==> config.mk <==
export PLATFORM = sky130hd
export DESIGN_NAME = instr_fetch_queue
export DESIGN_NICKNAME = d
export VERILOG_FILES = /design/src/rtl/instr_fetch_queue.sv
export SDC_FILE = /design/constraint.sdc
export NUM_CORES = 1
export LEC_CHECK = 0
export ABC_AREA = 1
export CELL_PAD_IN_SITES_DETAIL_PLACEMENT = 0
export CELL_PAD_IN_SITES_GLOBAL_PLACEMENT = 1
export CORE_ASPECT_RATIO = 1.5
export CORE_UTILIZATION = 47
export DETAILED_ROUTE_END_ITERATION = 8
export GPL_ROUTABILITY_DRIVEN = 0
export GPL_TIMING_DRIVEN = 0
export PLACE_DENSITY = 0.86
export SETUP_SLACK_MARGIN = 0.1
export SLEW_MARGIN = 10
export SYNTH_ARGS = -nofsm -noshare
export SYNTH_HDL_FRONTEND = slang
export SYNTH_SLANG_ARGS = --single-unit
==> constraint.sdc <==
create_clock -name iclk -period 10.65 [get_ports iclk]
set_clock_uncertainty 0.15 [all_clocks]
set_input_delay 1.5975 -clock iclk [delete_from_list [all_inputs] [get_ports iclk]]
set_output_delay 1.5975 -clock iclk [all_outputs]
set_load 0.005 [all_outputs]
==> src/rtl/instr_fetch_queue.sv <==
// Instruction prefetch queue: issues in-order word fetches under a credit limit and buffers
// returned instructions with their PCs for decode. A redirect flushes and drops in-flight data.
module instr_fetch_queue #(
    parameter int unsigned DEPTH    = 4,
    parameter logic [31:0] RESET_PC = 32'h0000_0000
) (
    input  logic        iclk,
    input  logic        irst,
    output logic        oimem_req,
    output logic [31:0] oimem_addr,
    input  logic        iimem_gnt,
    input  logic        iimem_rvalid,
    input  logic [31:0] iimem_rdata,
    input  logic        iredirect,
    input  logic [31:0] iredirect_pc,
    output logic        ovalid,
    output logic [31:0] oinstr,
    output logic [31:0] opc,
    input  logic        iready
);

    localparam int CW = $clog2(DEPTH + 1);
    localparam int PW = $clog2(DEPTH);
    localparam logic [31:0] NOP = 32'h0000_0013;

    logic [31:0]   fetch_pc;
    logic [31:0]   resp_pc;
    logic [31:0]   q_pc    [DEPTH];
    logic [31:0]   q_instr [DEPTH];
    logic [PW-1:0] wptr;
    logic [PW-1:0] rptr;
    logic [CW-1:0] count;
    logic [CW-1:0] inflight;
    logic [CW-1:0] discard;

    logic [CW:0]   occupancy;
    logic [31:0]   redirect_target;
    logic          grant;
    logic          rsp;
    logic          drop;
    logic          push;
    logic          pop;

    // Buffered plus outstanding requests bound the queue, so a push always finds space.
    assign occupancy       = {1'b0, count} + {1'b0, inflight};
    assign redirect_target = iredirect_pc & ~32'h0000_0003;

    assign oimem_req  = !irst && !iredirect && (occupancy < (CW + 1)'(DEPTH));
    assign oimem_addr = fetch_pc;

    assign grant = oimem_req && iimem_gnt;
    assign rsp   = iimem_rvalid && (inflight != '0);
    assign drop  = rsp && (discard != '0);
    assign push  = rsp && (discard == '0);
    assign pop   = ovalid && iready;

    assign ovalid = (count != '0);
    assign oinstr = ovalid ? q_instr[rptr] : NOP;
    assign opc    = ovalid ? q_pc[rptr]    : 32'h0000_0000;

    always_ff @(posedge iclk) begin
        if (push && !iredirect) begin
            q_pc[wptr]    <= resp_pc;
            q_instr[wptr] <= iimem_rdata;
        end
    end

    always_ff @(posedge iclk or posedge irst) begin
        if (irst) begin
            fetch_pc <= RESET_PC;
            resp_pc  <= RESET_PC;
            wptr     <= '0;
            rptr     <= '0;
            count    <= '0;
            inflight <= '0;
            discard  <= '0;
        end else if (iredirect) begin
            // Every request not yet answered belongs to the old stream and must be dropped.
            fetch_pc <= redirect_target;
            resp_pc  <= redirect_target;
            wptr     <= '0;
            rptr     <= '0;
            count    <= '0;
            inflight <= inflight - CW'(rsp);
            discard  <= inflight - CW'(rsp);
        end else begin
            if (grant) begin
                fetch_pc <= fetch_pc + 32'd4;
            end
            if (push) begin
                resp_pc <= resp_pc + 32'd4;
                wptr    <= wptr + PW'(1);
            end
            if (pop) begin
                rptr <= rptr + PW'(1);
            end
            if (drop) begin
                discard <= discard - CW'(1);
            end
            count    <= count + CW'(push) - CW'(pop);
            inflight <= inflight + CW'(grant) - CW'(rsp);
        end
    end

    always_ff @(posedge iclk) begin
        if (!irst) begin
            assert (occupancy <= (CW + 1)'(DEPTH))
                else $error("queue credit exceeded: count=%0d inflight=%0d", count, inflight);
            assert (discard <= inflight)
                else $error("discard %0d above inflight %0d", discard, inflight);
            assert (ovalid == (count != '0))
                else $error("ovalid disagrees with count %0d", count);
            assert (!(iimem_rvalid && (inflight == '0)))
                else $warning("response with nothing in flight ignored");
        end
    end

endmodule

# After elaboration in Yosys (flattened, before gate mapping)
# Memory sizes are Yosys's and may differ from the RTL's.
# Index checks and enable logic that the tools add are counted.
# totals
mem_bits_rw,256
out_inout_bits,98
word_cells,55
memories,2
regBits,77
# op_classes
magnitude_cmp,1
add_sub_neg,11
n_mux,16
reduce_logical,18
# mem_list
name,depth,word_bits,rd,rd_ports_with_merged_regs,write_ports,line_no,rtl
q_instr,4,32,1,0,1,29,logic [31:0] q_instr [DEPTH];
q_pc,4,32,1,0,1,28,logic [31:0] q_pc [DEPTH];
# op_table
op,count
$mux 32,6
$add 32x3->32 const B,2
$mux 3,4
$reduce_bool 3->1,3
$sub 3x1->3,3
$logic_and 1x1->1,8
$mux 2,4
$reduce_bool 2->1,4
$add 3x1->3,2
$add 2x1->2 const B,2
$add 3x3->4,1
$lt 4x3->1 const B,1
$logic_not 3->1,1
$sub 3x1->3 const B,1
$logic_not 1->1,2
$mux 1,2

# Logic depth before layout (Yosys ltp)
# Gate-level depths: netlist of the first run.
# depth
word_depth,7
ltp_mapped,14
mapped_depth_nobuf,13

# Worst setup path before layout of the first run
# Ideal clock, no wire load.
# synth_timing
path_type,input-to-reg
start,input irst
end,register inflight[2]
path_buffers,1
arrival_time_ps,5183
path_stages,13
path_slack_ps,5192
cell_sequence,inv_1 -> nand2_2 -> nor3_4 -> nand2_2 -> buf_2 -> ha_1 -> inv_1 -> ha_1 -> fa_1 -> xor2_1 -> or2_2 -> nand3_1 -> nand2_1
# synth_via
elab_chain_cells,7
# synth_lines
element,line_no,rtl
"start, declared",8,"input logic irst,"
$logic_not 1->1,--,
$logic_and 1x1->1 (2 in a row),48,assign oimem_req = !irst && !iredirect && (occupancy < (CW + 1)'(DEPTH));
net oimem_req,9,"output logic oimem_req,"
$logic_and 1x1->1,51,assign grant = oimem_req && iimem_gnt;
$add 3x1->3,101,inflight <= inflight + CW'(grant) - CW'(rsp);
$sub 3x1->3,101,
$mux 3,77,end else if (iredirect) begin
"end signal, assigned",84,inflight <= inflight - CW'(rsp);
"end signal, assigned",101,
"end, declared",33,logic [CW-1:0] inflight;
# The timed path passes the listed nets, and every way through them passes these cells.
# A chain may end at the register's enable or synchronous reset.

# Worst setup path after layout of the first run
# layout_timing
start,input irst
end,output oimem_req
# layout_via
elab_chain_cells,3
# layout_lines
element,line_no
$logic_not 1->1,--
$logic_and 1x1->1 (2 in a row),48
"end, declared",9
# Every way passes these cells.

==> implementation parameters, run 1 <==
Parameter                              Value

Pwr
  Combinational fraction of design power    0.313
  Net Switching    1.23 mW
  Switch share    0.319
  Internal power of the cells    2.62 mW
  Total power consumption of the routed design    3.84 mW
  Leakage    6.85 nW
  Maximum vdd ir drop    0.000111 V
  Clock share of power    0.276
  Pwr dens    212 nW/um^2
  Fraction of power consumed by sequential logic    0.410

Timing
  Setup violators final    0
  Worst hold margin    0.416 ns
  Actual slew at the worst max-slew pin    0.726 ns
  Worst slew slack as a fraction of its limit    0.515
  Final slew viol count    0
  Final critical-path share of the clock period    0.496
  Minimum clock period    5.28 ns
  Count of endpoints failing hold in the final timing report    0
  Setup repair after global routing missed its margin    false
  Upper clock frequency limit    0.189 GHz
  TNS Setup    0 ns

Run
  Max_cap viols    0

Floorplan
  Floorplan core area    30900 sq um
  Full die area    32200 sq um
  Die width    147 microns
  Site Rows    79
  Vertical extent of the die    219 microns
  I/O pin count    168
  Initial cell density of the core    0.478

Setup path
  Setup slack, reg-to-reg    7.34 ns
  Critical Path End Type    output port
  Most common cell type on the critical path    sky130_fd_sc_hd__clkdlybuf4s50_1
  Worst Path Required    8.90 ns
  Cell breakdown of the critical path    clkdlybuf4s50_1, inv_4, buf_16, nand2_2, nor3_4, clkdlybuf4s50_1
  Worst path max stage delay    0.55 ns
  Critical-path top delay cell    sky130_fd_sc_hd__clkdlybuf4s50_1
  Arrival time reported for the critical path endpoint    3.54 ns
  Path type of the worst setup path    in2out
  Kind of start point of the critical path    primary input
  Endpoint of the worst register-to-register path    inflight[2]$_DFF_PP0_
  Startpoint of the worst-slack reg-to-reg timing path    count[1]$_DFF_PP0_
  Depth of the worst register-to-register path    14
  Critical Path Fanout Max    54

Global route
  Congestion Overflow GR    0
  Aggregate global-route resource usage    0.239
  Global-route wire length before repair    59000 microns
  Number of antenna violations at the first check in global routing    0
  Via count of the first global-routing pass    11200
  Maximum number of pins on one net before global-route repair    55

Hold path
  Worst Hold Class    reg2reg
  Worst min-delay path endpoint    oimem_addr[24]$_DFFE_PP0N_
  Beginning of the worst hold path    oimem_addr[24]$_DFFE_PP0N_
  Instance count along the most critical hold path    2

Drt
  Wirelength, routed    38100 microns
  Vias per Instance    5.24
  First-pass iteration count of the detailed router    5
  Number of design rule violations left after detail routing    0
  DR vias    11300
  Remaining antenna violation count    0
  Count of routing violations after the opening detailed-route iteration    637
  Mean routed wirelength per cell    17.7 microns

Synth
  Cell accounting for the most synthesized area    sky130_fd_sc_hd__edfxtp_1
  Number of warning messages in the yosys log    0
  Top post-synthesis cells by area    sky130_fd_sc_hd__edfxtp_1 50%, sky130_fd_sc_hd__dfrtp_1 12%, sky130_fd_sc_hd__nor2_1 8.5%
  Share of synthesized area occupied by flip-flops and latches    0.628
  Post-Synthesis Cell Area    14800 sq um
  Share of the synthesized area in the top cell type    0.504
  Number of standard cells after synthesis    1525
  Syn_area_per_cell    9.69 sq um
  Count of cell types in the netlist    40
  Post-synth EDFFs    248
  Flip-flop and latch count after synthesis    321
  Most common flop cell mapped by yosys    sky130_fd_sc_hd__edfxtp_1
  Share of async-settable or async-resettable flops after synthesis    0.227

Clock network
  Master cell of the clock root buffer    sky130_fd_sc_hd__clkbuf_16
  Number of buffers on the longest clock path    3
  CTS tree    yes
  H-tree depth    1
  Clock-pin transition on the worst setup and hold timing paths    0.06 ns
  Total clock buffers created by CTS    30
  Number of gates resized after CTS    0
  Post-CTS Hold Buffers    0
  Setup Fix Bufs, Post-CTS    0
  Clock tree sinks    321
  Later-pin clock latency in the skew report    0.56 ns

Finish
  Filler cell count in the final layout    2683
  Count of placed standard cells in the final layout, fillers left out    2157
  Leading cell type in the layout, fill and taps excluded    sky130_fd_sc_hd__nor2_1
  Final Net Count    1818
  Share of final-layout standard cells stronger than drive strength 1    0.0713
  Area growth from synthesis to layout    22.7%
  Top library cells by usage in the layout, fill and taps aside    331 x sky130_fd_sc_hd__nor2_1, 258 x sky130_fd_sc_hd__nand2_1, 248 x sky130_fd_sc_hd__edfxtp_1, 161 x sky130_fd_sc_hd__clkdlybuf4s50_1, 139 x sky130_fd_sc_hd__o21ai_0
  Antenna fix cells    0
  Finished layout cell area    18100 sq um

Place
  Number of placed instances, taps included    2103
  IO Port Bufs    161
  HPWL after detailed placement    26800 microns
  Placed Area    17100 sq um

Status
  Run status    completed
power by group through the flow:
stage               combinational [mW]  sequential (mW)  clock (mW)
CTS                               1.22             1.57        1.08
detailed placement                1.21             1.60           0
global placement                  1.19             1.60           0
floorplan                        0.604             1.57           0
global route                      1.34             1.59        1.13
finish                            1.20             1.58        1.06
final cells by class:
class | count | area (sq um) | area share
timing repair buffer | 170 | 1820 | 0.100
clock buffer | 42 | 837 | 0.0462
tap | 405 | 507 | 0.0280
clock inverter | 12 | 143 | 0.00787
multi-input combinational | 1035 | 4830 | 0.266
buffer | 72 | 343 | 0.0189
inverter | 100 | 378 | 0.0208
sequential | 321 | 9270 | 0.512
kinds of logic (layout without fill, tap and decap cells):
logic type,Yosys count,in the layout,synth area share
xor gates and xnor gates,10,10,0.00593
DFF,321,321,0.628
buffers and inverters,172,396,0.0486
adders and majority gates,18,18,0.0163
other,1,4,0.000254
and+or+nand+nor,751,751,0.213
AOI/OAI and AO/OA,252,252,0.0885
registers in the layout, summed over array words and instances, names as in the netlist:
signal	cells
rptr	2
wptr	2
resp_pc	30
discard	3
count	3
q_instr	128
q_pc	120
inflight	3
oimem_addr	30
synthesized netlist by cell type (3+ instances only):
cell,count
sky130_fd_sc_hd__inv_1,94
sky130_fd_sc_hd__nor3_1,10
sky130_fd_sc_hd__nand3_1,108
sky130_fd_sc_hd__xor2_1,5
sky130_fd_sc_hd__buf_1,9
sky130_fd_sc_hd__inv_2,6
sky130_fd_sc_hd__o21ai_0,139
sky130_fd_sc_hd__nand4_1,5
sky130_fd_sc_hd__nor2_2,7
sky130_fd_sc_hd__nand2_2,6
sky130_fd_sc_hd__or2_2,6
sky130_fd_sc_hd__buf_4,6
sky130_fd_sc_hd__o21bai_1,5
sky130_fd_sc_hd__nand2_1,258
sky130_fd_sc_hd__nor2_1,335
sky130_fd_sc_hd__buf_6,3
sky130_fd_sc_hd__nor2_4,7
sky130_fd_sc_hd__a21oi_1,93
sky130_fd_sc_hd__o211ai_1,4
sky130_fd_sc_hd__clkbuf_1,32
sky130_fd_sc_hd__edfxtp_1,248
sky130_fd_sc_hd__buf_2,22
sky130_fd_sc_hd__dfrtp_1,73
sky130_fd_sc_hd__ha_1,16
sky130_fd_sc_hd__xnor2_1,5
sky130_fd_sc_hd__a31oi_1,5
how the worst max path moves through the flow:
stage                       from                      end  slack (ns)
finish                      irst                oimem_req        5.37
global route                irst                oimem_req        5.23
CTS                         irst                oimem_req        5.32
detailed placement          irst                oimem_req        5.31
global placement    iimem_rvalid  q_instr[1][7]$_DFFE_PP_        2.47
floorplan                   irst    inflight[2]$_DFF_PP0_        5.19
per-stage QoR:
stage	setup slack, ns	utilization
final	5.37	0.586
after global placement	2.47	0.546
after detailed placement	5.31	0.554
after CTS	5.32	0.586
after global routing	5.23	0.586
after floorplan	5.19	-
routing by layer:
metal | wire length (microns) | vias up | track usage
li1 | - | 5535 | -
met1 | 14600 | 5342 | 0.278
met2 | 20000 | 358 | 0.444
met3 | 1980 | 75 | 0.0200
met4 | 1540 | 0 | 0.106
met5 | 0 | - | 0
worst max-delay path, delay by kind of cell:
kind | cells | cell delay (ns)
buffers and inverters | 4 | 1.56
AND/OR/NAND/NOR | 2 | 0.36
Note: power is estimated with default switching activity, not from simulation.
==> run 2: changes to the inputs <==
- CORE_UTILIZATION: 47 -> 40
- PLACE_DENSITY: 0.86 -> 0.78
- clock period: 10.65 -> 4.8 ns (I/O delays scaled with it)
==> implementation parameters, run 2 (same netlist as run 1, synthesis figures left out) <==
Parameter                              Value

Status
  Run status    completed (unchanged)

Drt
  Remaining antenna violation count    0 (unchanged)
  Wirelength, routed    39700 microns (was 38100 microns)
  First-pass iteration count of the detailed router    5 (unchanged)
  Number of design rule violations left after detail routing    0 (unchanged)
  Vias per Instance    5.02 (was 5.24)
  DR vias    11200 (was 11300)
  Count of routing violations after the opening detailed-route iteration    610 (was 637)
  Mean routed wirelength per cell    17.8 microns (was 17.7 microns)

Clock network
  Number of gates resized after CTS    0 (unchanged)
  Post-CTS Hold Buffers    0 (unchanged)
  Later-pin clock latency in the skew report    0.57 ns (was 0.56 ns)
  Total clock buffers created by CTS    30 (unchanged)
  Clock tree sinks    321 (unchanged)
  Number of buffers on the longest clock path    3 (unchanged)
  Master cell of the clock root buffer    sky130_fd_sc_hd__clkbuf_16 (unchanged)
  CTS tree    yes (unchanged)
  Setup Fix Bufs, Post-CTS    0 (unchanged)
  Clock-pin transition on the worst setup and hold timing paths    0.07 ns (was 0.06 ns)
  H-tree depth    1 (unchanged)

Floorplan
  Full die area    37700 sq um (was 32200 sq um)
  I/O pin count    168 (unchanged)
  Floorplan core area    36200 sq um (was 30900 sq um)
  Vertical extent of the die    237 microns (was 219 microns)
  Initial cell density of the core    0.409 (was 0.478)
  Site Rows    85 (was 79)
  Die width    159 microns (was 147 microns)

Timing
  Setup violators final    0 (unchanged)
  Worst slew slack as a fraction of its limit    0.560 (was 0.515)
  Worst hold margin    0.337 ns (was 0.416 ns)
  Actual slew at the worst max-slew pin    0.659 ns (was 0.726 ns)
  Final slew viol count    0 (unchanged)
  Setup repair after global routing missed its margin    false (unchanged)
  Worst setup margin    0.803 ns (was 5.37 ns)
  Minimum clock period    4.00 ns
  Upper clock frequency limit    0.250 GHz
  TNS Setup    0 ns (unchanged)
  Count of endpoints failing hold in the final timing report    0 (unchanged)
  Final critical-path share of the clock period    0.833

Place
  HPWL after detailed placement    28100 microns (was 26800 microns)
  Number of placed instances, taps included    2177 (was 2103)
  Setup Slack @ Placement    0.454 ns (was 5.31 ns)
  Placed Area    17300 sq um (was 17100 sq um)
  IO Port Bufs    161 (unchanged)

Setup path
  Arrival time reported for the critical path endpoint    3.13 ns (was 3.54 ns)
  Depth of the worst register-to-register path    14 (unchanged)
  Kind of start point of the critical path    flop (was primary input)
  Worst Path Required    3.93 ns (was 8.90 ns)
  Critical Path End Type    output port (unchanged)
  Startpoint of the worst-slack reg-to-reg timing path    count[1]$_DFF_PP0_ (unchanged)
  Path type of the worst setup path    reg2out (was in2out)
  Endpoint of the worst register-to-register path    inflight[2]$_DFF_PP0_ (unchanged)
  Setup slack, reg-to-reg    1.62 ns (was 7.34 ns)
  Critical Path Fanout Max    10 (was 54)

Global route
  Number of antenna violations at the first check in global routing    0 (unchanged)
  Congestion Overflow GR    0 (unchanged)
  Global-route wire length before repair    61300 microns (was 59000 microns)
  Maximum number of pins on one net before global-route repair    56 (was 55)
  Via count of the first global-routing pass    11100 (was 11200)
  Aggregate global-route resource usage    0.211 (was 0.239)

Hold path
  Worst Hold Class    in2async (was reg2reg)

Finish
  Flip-flop count of the largest register after layout    128 (unchanged)
  Final Net Count    1819 (was 1818)
  Share of final-layout standard cells stronger than drive strength 1    0.0735 (was 0.0713)
  Top flop regs    q_instr: 128 flops, q_pc: 120 flops (unchanged)
  Top library cells by usage in the layout, fill and taps aside    331 x sky130_fd_sc_hd__nor2_1, 258 x sky130_fd_sc_hd__nand2_1, 248 x sky130_fd_sc_hd__edfxtp_1, 161 x sky130_fd_sc_hd__clkdlybuf4s50_1, 139 x sky130_fd_sc_hd__o21ai_0 (unchanged)
  Register containing the most flip-flops in the final layout    q_instr (unchanged)
  Finished layout cell area    18200 sq um (was 18100 sq um)
  Count of placed standard cells in the final layout, fillers left out    2232 (was 2157)
  Area growth from synthesis to layout    23.3% (was 22.7%)
  Leading cell type in the layout, fill and taps excluded    sky130_fd_sc_hd__nor2_1 (unchanged)
  Antenna fix cells    0 (unchanged)

Run
  Max_cap viols    0 (unchanged)

Pwr
  Leakage    6.86 nW (was 6.85 nW)
  Pwr dens    468 nW/um^2 (was 212 nW/um^2)
  Maximum vdd ir drop    0.000315 V (was 0.000111 V)
## run 2: changes by cell type in the layout (fill, tap and decap cells not counted), sizes merged
cell and change:
clkbuf -5, buf +1, inv +1, clkinv +5
## run 2: routing by layer
metal  GRT usage  vias up  routed length, microns
met1       0.242     5268                   15400
met3      0.0208       56                    1950
met2       0.406      334                   21300
met4      0.0699        0                    1010
met5           0        -                       0
li1            -     5548                       -
## run 2: worst max-delay path: stages (launching register included)
cell	delay [ns]
sky130_fd_sc_hd__dfrtp_1	0.43
sky130_fd_sc_hd__nor2_1	0.15
sky130_fd_sc_hd__nand2_1	0.27
sky130_fd_sc_hd__inv_2	0.25
sky130_fd_sc_hd__buf_2	0.29
sky130_fd_sc_hd__buf_1	0.50
sky130_fd_sc_hd__a21oi_1	0.18
sky130_fd_sc_hd__clkdlybuf4s50_1	0.49
## run 2: how the worst max path moves through the flow
stage                       start                      end
4_1_cts        count[1]$_DFF_PP0_                  opc[22]
2_1_floorplan                irst    inflight[2]$_DFF_PP0_
3_5_place_dp                 irst    inflight[2]$_DFF_PP0_
3_3_place_gp         iimem_rvalid  q_instr[0][3]$_DFFE_PP_
5_1_grt        count[1]$_DFF_PP0_                  opc[22]
6_report       count[1]$_DFF_PP0_                  opc[22]
## run 2: final cells by class
cell class / count / area [sq um]
clock inverters: 18 / 173
inverters: 100 / 378
plain buffers: 72 / 343
fillers: 3328 / 17900
multi-input cells: 1035 / 4830
flip-flops and latches: 321 / 9270
clock buffers: 37 / 798
well taps: 478 / 598
repair buffers: 171 / 1830
## run 2: power breakdown
| part | switching [mW] | internal, mW |
|---|---|---|
| sequential | 0.251 | 3.25 |
| combinational | 1.49 | 1.19 |
| clock | 1.01 | 1.34 |
## run 2: metrics by stage
stage	utilization	power, mW
6_report	0.504	8.53
2_1_floorplan	-	4.82
4_1_cts	0.504	8.62
3_5_place_dp	0.477	6.26
3_3_place_gp	0.470	6.20
5_1_grt	0.504	9.02
==> run 3: changes to the inputs <==
- CORE_UTILIZATION: 40 -> 44
- PLACE_DENSITY: 0.78 -> 0.81
- clock period: 4.8 -> 4.13 ns (I/O delays scaled with it)
==> implementation parameters, run 3 (same netlist as run 1, synthesis figures left out) <==
Parameter                              Value

Place
  HPWL after detailed placement    27300 microns (was 28100 microns)
  IO Port Bufs    161 (unchanged)
  Setup Slack @ Placement    -0.188 ns (was 0.454 ns)

Clock network
  Post-CTS Hold Buffers    0 (unchanged)
  Number of buffers on the longest clock path    3 (unchanged)
  Clock tree sinks    321 (unchanged)
  Number of gates resized after CTS    0 (unchanged)
  Master cell of the clock root buffer    sky130_fd_sc_hd__clkbuf_16 (unchanged)
  CTS tree    yes (unchanged)
  Clock-pin transition on the worst setup and hold timing paths    0.07 ns (about the same)
  Setup Fix Bufs, Post-CTS    0 (unchanged)
  H-tree depth    1 (unchanged)
  Later-pin clock latency in the skew report    0.57 ns (about the same)
  Total clock buffers created by CTS    30 (unchanged)

Drt
  Wirelength, routed    38400 microns (was 39700 microns)
  First-pass iteration count of the detailed router    5 (unchanged)
  Count of routing violations after the opening detailed-route iteration    556 (was 610)
  Mean routed wirelength per cell    17.7 microns (was 17.8 microns)
  Remaining antenna violation count    0 (unchanged)
  Vias per Instance    5.19 (was 5.02)
  DR vias    11300 (was 11200)
  Number of design rule violations left after detail routing    0 (unchanged)

Setup path
  Arrival time reported for the critical path endpoint    3.14 ns (was 3.13 ns)
  Critical Path Fanout Max    10 (unchanged)
  Kind of start point of the critical path    flop (unchanged)
  Critical Path End Type    output port (unchanged)
  Worst Path Required    3.36 ns (was 3.93 ns)
  Path type of the worst setup path    reg2out (unchanged)

Floorplan
  Die width    152 microns (was 159 microns)
  Initial cell density of the core    0.450 (was 0.409)
  Floorplan core area    32800 sq um (was 36200 sq um)
  I/O pin count    168 (unchanged)
  Vertical extent of the die    226 microns (was 237 microns)
  Full die area    34300 sq um (was 37700 sq um)
  Site Rows    81 (was 85)

Pwr
  Pwr dens    546 nW/um^2 (was 468 nW/um^2)
  Maximum vdd ir drop    0.000371 V (was 0.000315 V)
  Total power consumption of the routed design    9.91 mW (was 8.53 mW)
  Leakage    6.84 nW (was 6.86 nW)

Timing
  Setup violators final    0 (unchanged)
  Worst slew slack as a fraction of its limit    0.571 (was 0.560)
  Actual slew at the worst max-slew pin    0.642 ns (was 0.659 ns)
  Final slew viol count    0 (unchanged)
  Worst setup margin    0.225 ns (was 0.803 ns)
  Upper clock frequency limit    0.256 GHz
  Final critical-path share of the clock period    0.945
  Minimum clock period    3.90 ns
  Setup repair after global routing missed its margin    false (unchanged)
  Count of endpoints failing hold in the final timing report    0 (unchanged)

Finish
  Share of final-layout standard cells stronger than drive strength 1    0.0735 (unchanged)
  Top flop regs    q_instr: 128 flops, q_pc: 120 flops (unchanged)
  Filler cell count in the final layout    2869 (was 3328)
  Flip-flop count of the largest register after layout    128 (unchanged)
  Antenna fix cells    0 (unchanged)
  Top library cells by usage in the layout, fill and taps aside    331 x sky130_fd_sc_hd__nor2_1, 258 x sky130_fd_sc_hd__nand2_1, 248 x sky130_fd_sc_hd__edfxtp_1, 161 x sky130_fd_sc_hd__clkdlybuf4s50_1, 139 x sky130_fd_sc_hd__o21ai_0 (unchanged)
  Area of the multi-input gates    4830 sq um (unchanged)
  Leading cell type in the layout, fill and taps excluded    sky130_fd_sc_hd__nor2_1 (unchanged)
  Area growth from synthesis to layout    22.7% (was 23.3%)
  Register containing the most flip-flops in the final layout    q_instr (unchanged)
  Seq. cell area    9270 sq um (unchanged)
  Final Net Count    1818 (was 1819)

Global route
  Aggregate global-route resource usage    0.228 (was 0.211)
  Number of antenna violations at the first check in global routing    0 (unchanged)
  Congestion Overflow GR    0 (unchanged)
  Met3 routing resource usage after global routing    0.0260 (was 0.0208)
  Met1 usage in global routing    0.258 (was 0.242)
  Via count of the first global-routing pass    11000 (was 11100)
  Global-route wire length before repair    59000 microns (was 61300 microns)
  Maximum number of pins on one net before global-route repair    34 (was 56)
  Busiest layer in global routing    met2 (unchanged)
  Met2 usage    0.418 (was 0.406)

Status
  Run status    completed (unchanged)

Run
  Max_cap viols    0 (unchanged)

Hold path
  Worst Hold Class    in2async (unchanged)
## run 3: power breakdown
part	internal (mW)	switching (mW)	total, mW
Clock	1.56	1.18	2.74
Sequential	3.78	0.287	4.06
Combinational	1.38	1.73	3.11
Total	6.71	3.20	9.91
## run 3: stage by stage
| stage | cells | util | hold slack [ns] | TNS, ns | instance area (sq um) |
|---|---|---|---|---|---|
| 2_1_floorplan | 1528 | - | 0.352 | -47.03 | 14800 |
| 3_3_place_gp | 2104 | 0.515 | 0.398 | -750.28 | 16900 |
| 3_5_place_dp | 2114 | 0.522 | 0.404 | -0.188 | 17200 |
| 4_1_cts | 2170 | 0.552 | 0.277 | 0 | 18100 |
| 5_1_grt | 2169 | 0.552 | 0.313 | 0 | 18100 |
| 6_report | 2169 | 0.552 | 0.279 | 0 | 18100 |
## run 3: path summary, 6_finish.rpt
check / startpoint / end / slack, ns / cells past startpoint
worst max-delay path: rptr[0]$_DFFE_PP0P_ / opc[12] / 0.23 / 7
worst max register to register: count[1]$_DFF_PP0_ / inflight[2]$_DFF_PP0_ / 0.80 / 14
worst min-delay path: irst / oimem_addr[2]$_DFFE_PP0N_ / 0.28 / 2
worst min register to register: discard[1]$_DFFE_PP0P_ / discard[1]$_DFFE_PP0P_ / 0.42 / 2
min in group iclk: discard[1]$_DFFE_PP0P_ / discard[1]$_DFFE_PP0P_ / 0.42 / 2
max in group asynchronous: irst / resp_pc[28]$_DFFE_PP0N_ / 2.78 / 4
## run 3: metal layers
metal / share of wire / vias to the layer above
li1: - / 5549
met1: 0.38 / 5270
met2: 0.52 / 344
met3: 0.053 / 94
met4: 0.047 / 0
met5: 0 / -
## run 3: final cells by class
class                           count  share of cell area
Tap cell                          415              0.0286
Buffer                             71              0.0187
Multi-Input combinational cell   1035               0.266
Timing Repair Buffer              171              0.0999
Clock buffer                       42              0.0467
Inverter                          100              0.0209
Sequential cell                   321               0.511
Clock inverter                     14             0.00773
## run 3: worst max-delay path, stage by stage, from the launching register on
cell,delay (ns)
sky130_fd_sc_hd__dfrtp_1,0.37
sky130_fd_sc_hd__buf_2,0.21
sky130_fd_sc_hd__inv_2,0.19
sky130_fd_sc_hd__buf_2,0.28
sky130_fd_sc_hd__clkbuf_1,0.41
sky130_fd_sc_hd__o21ai_0,0.17
sky130_fd_sc_hd__a21oi_1,0.36
sky130_fd_sc_hd__clkdlybuf4s50_1,0.58
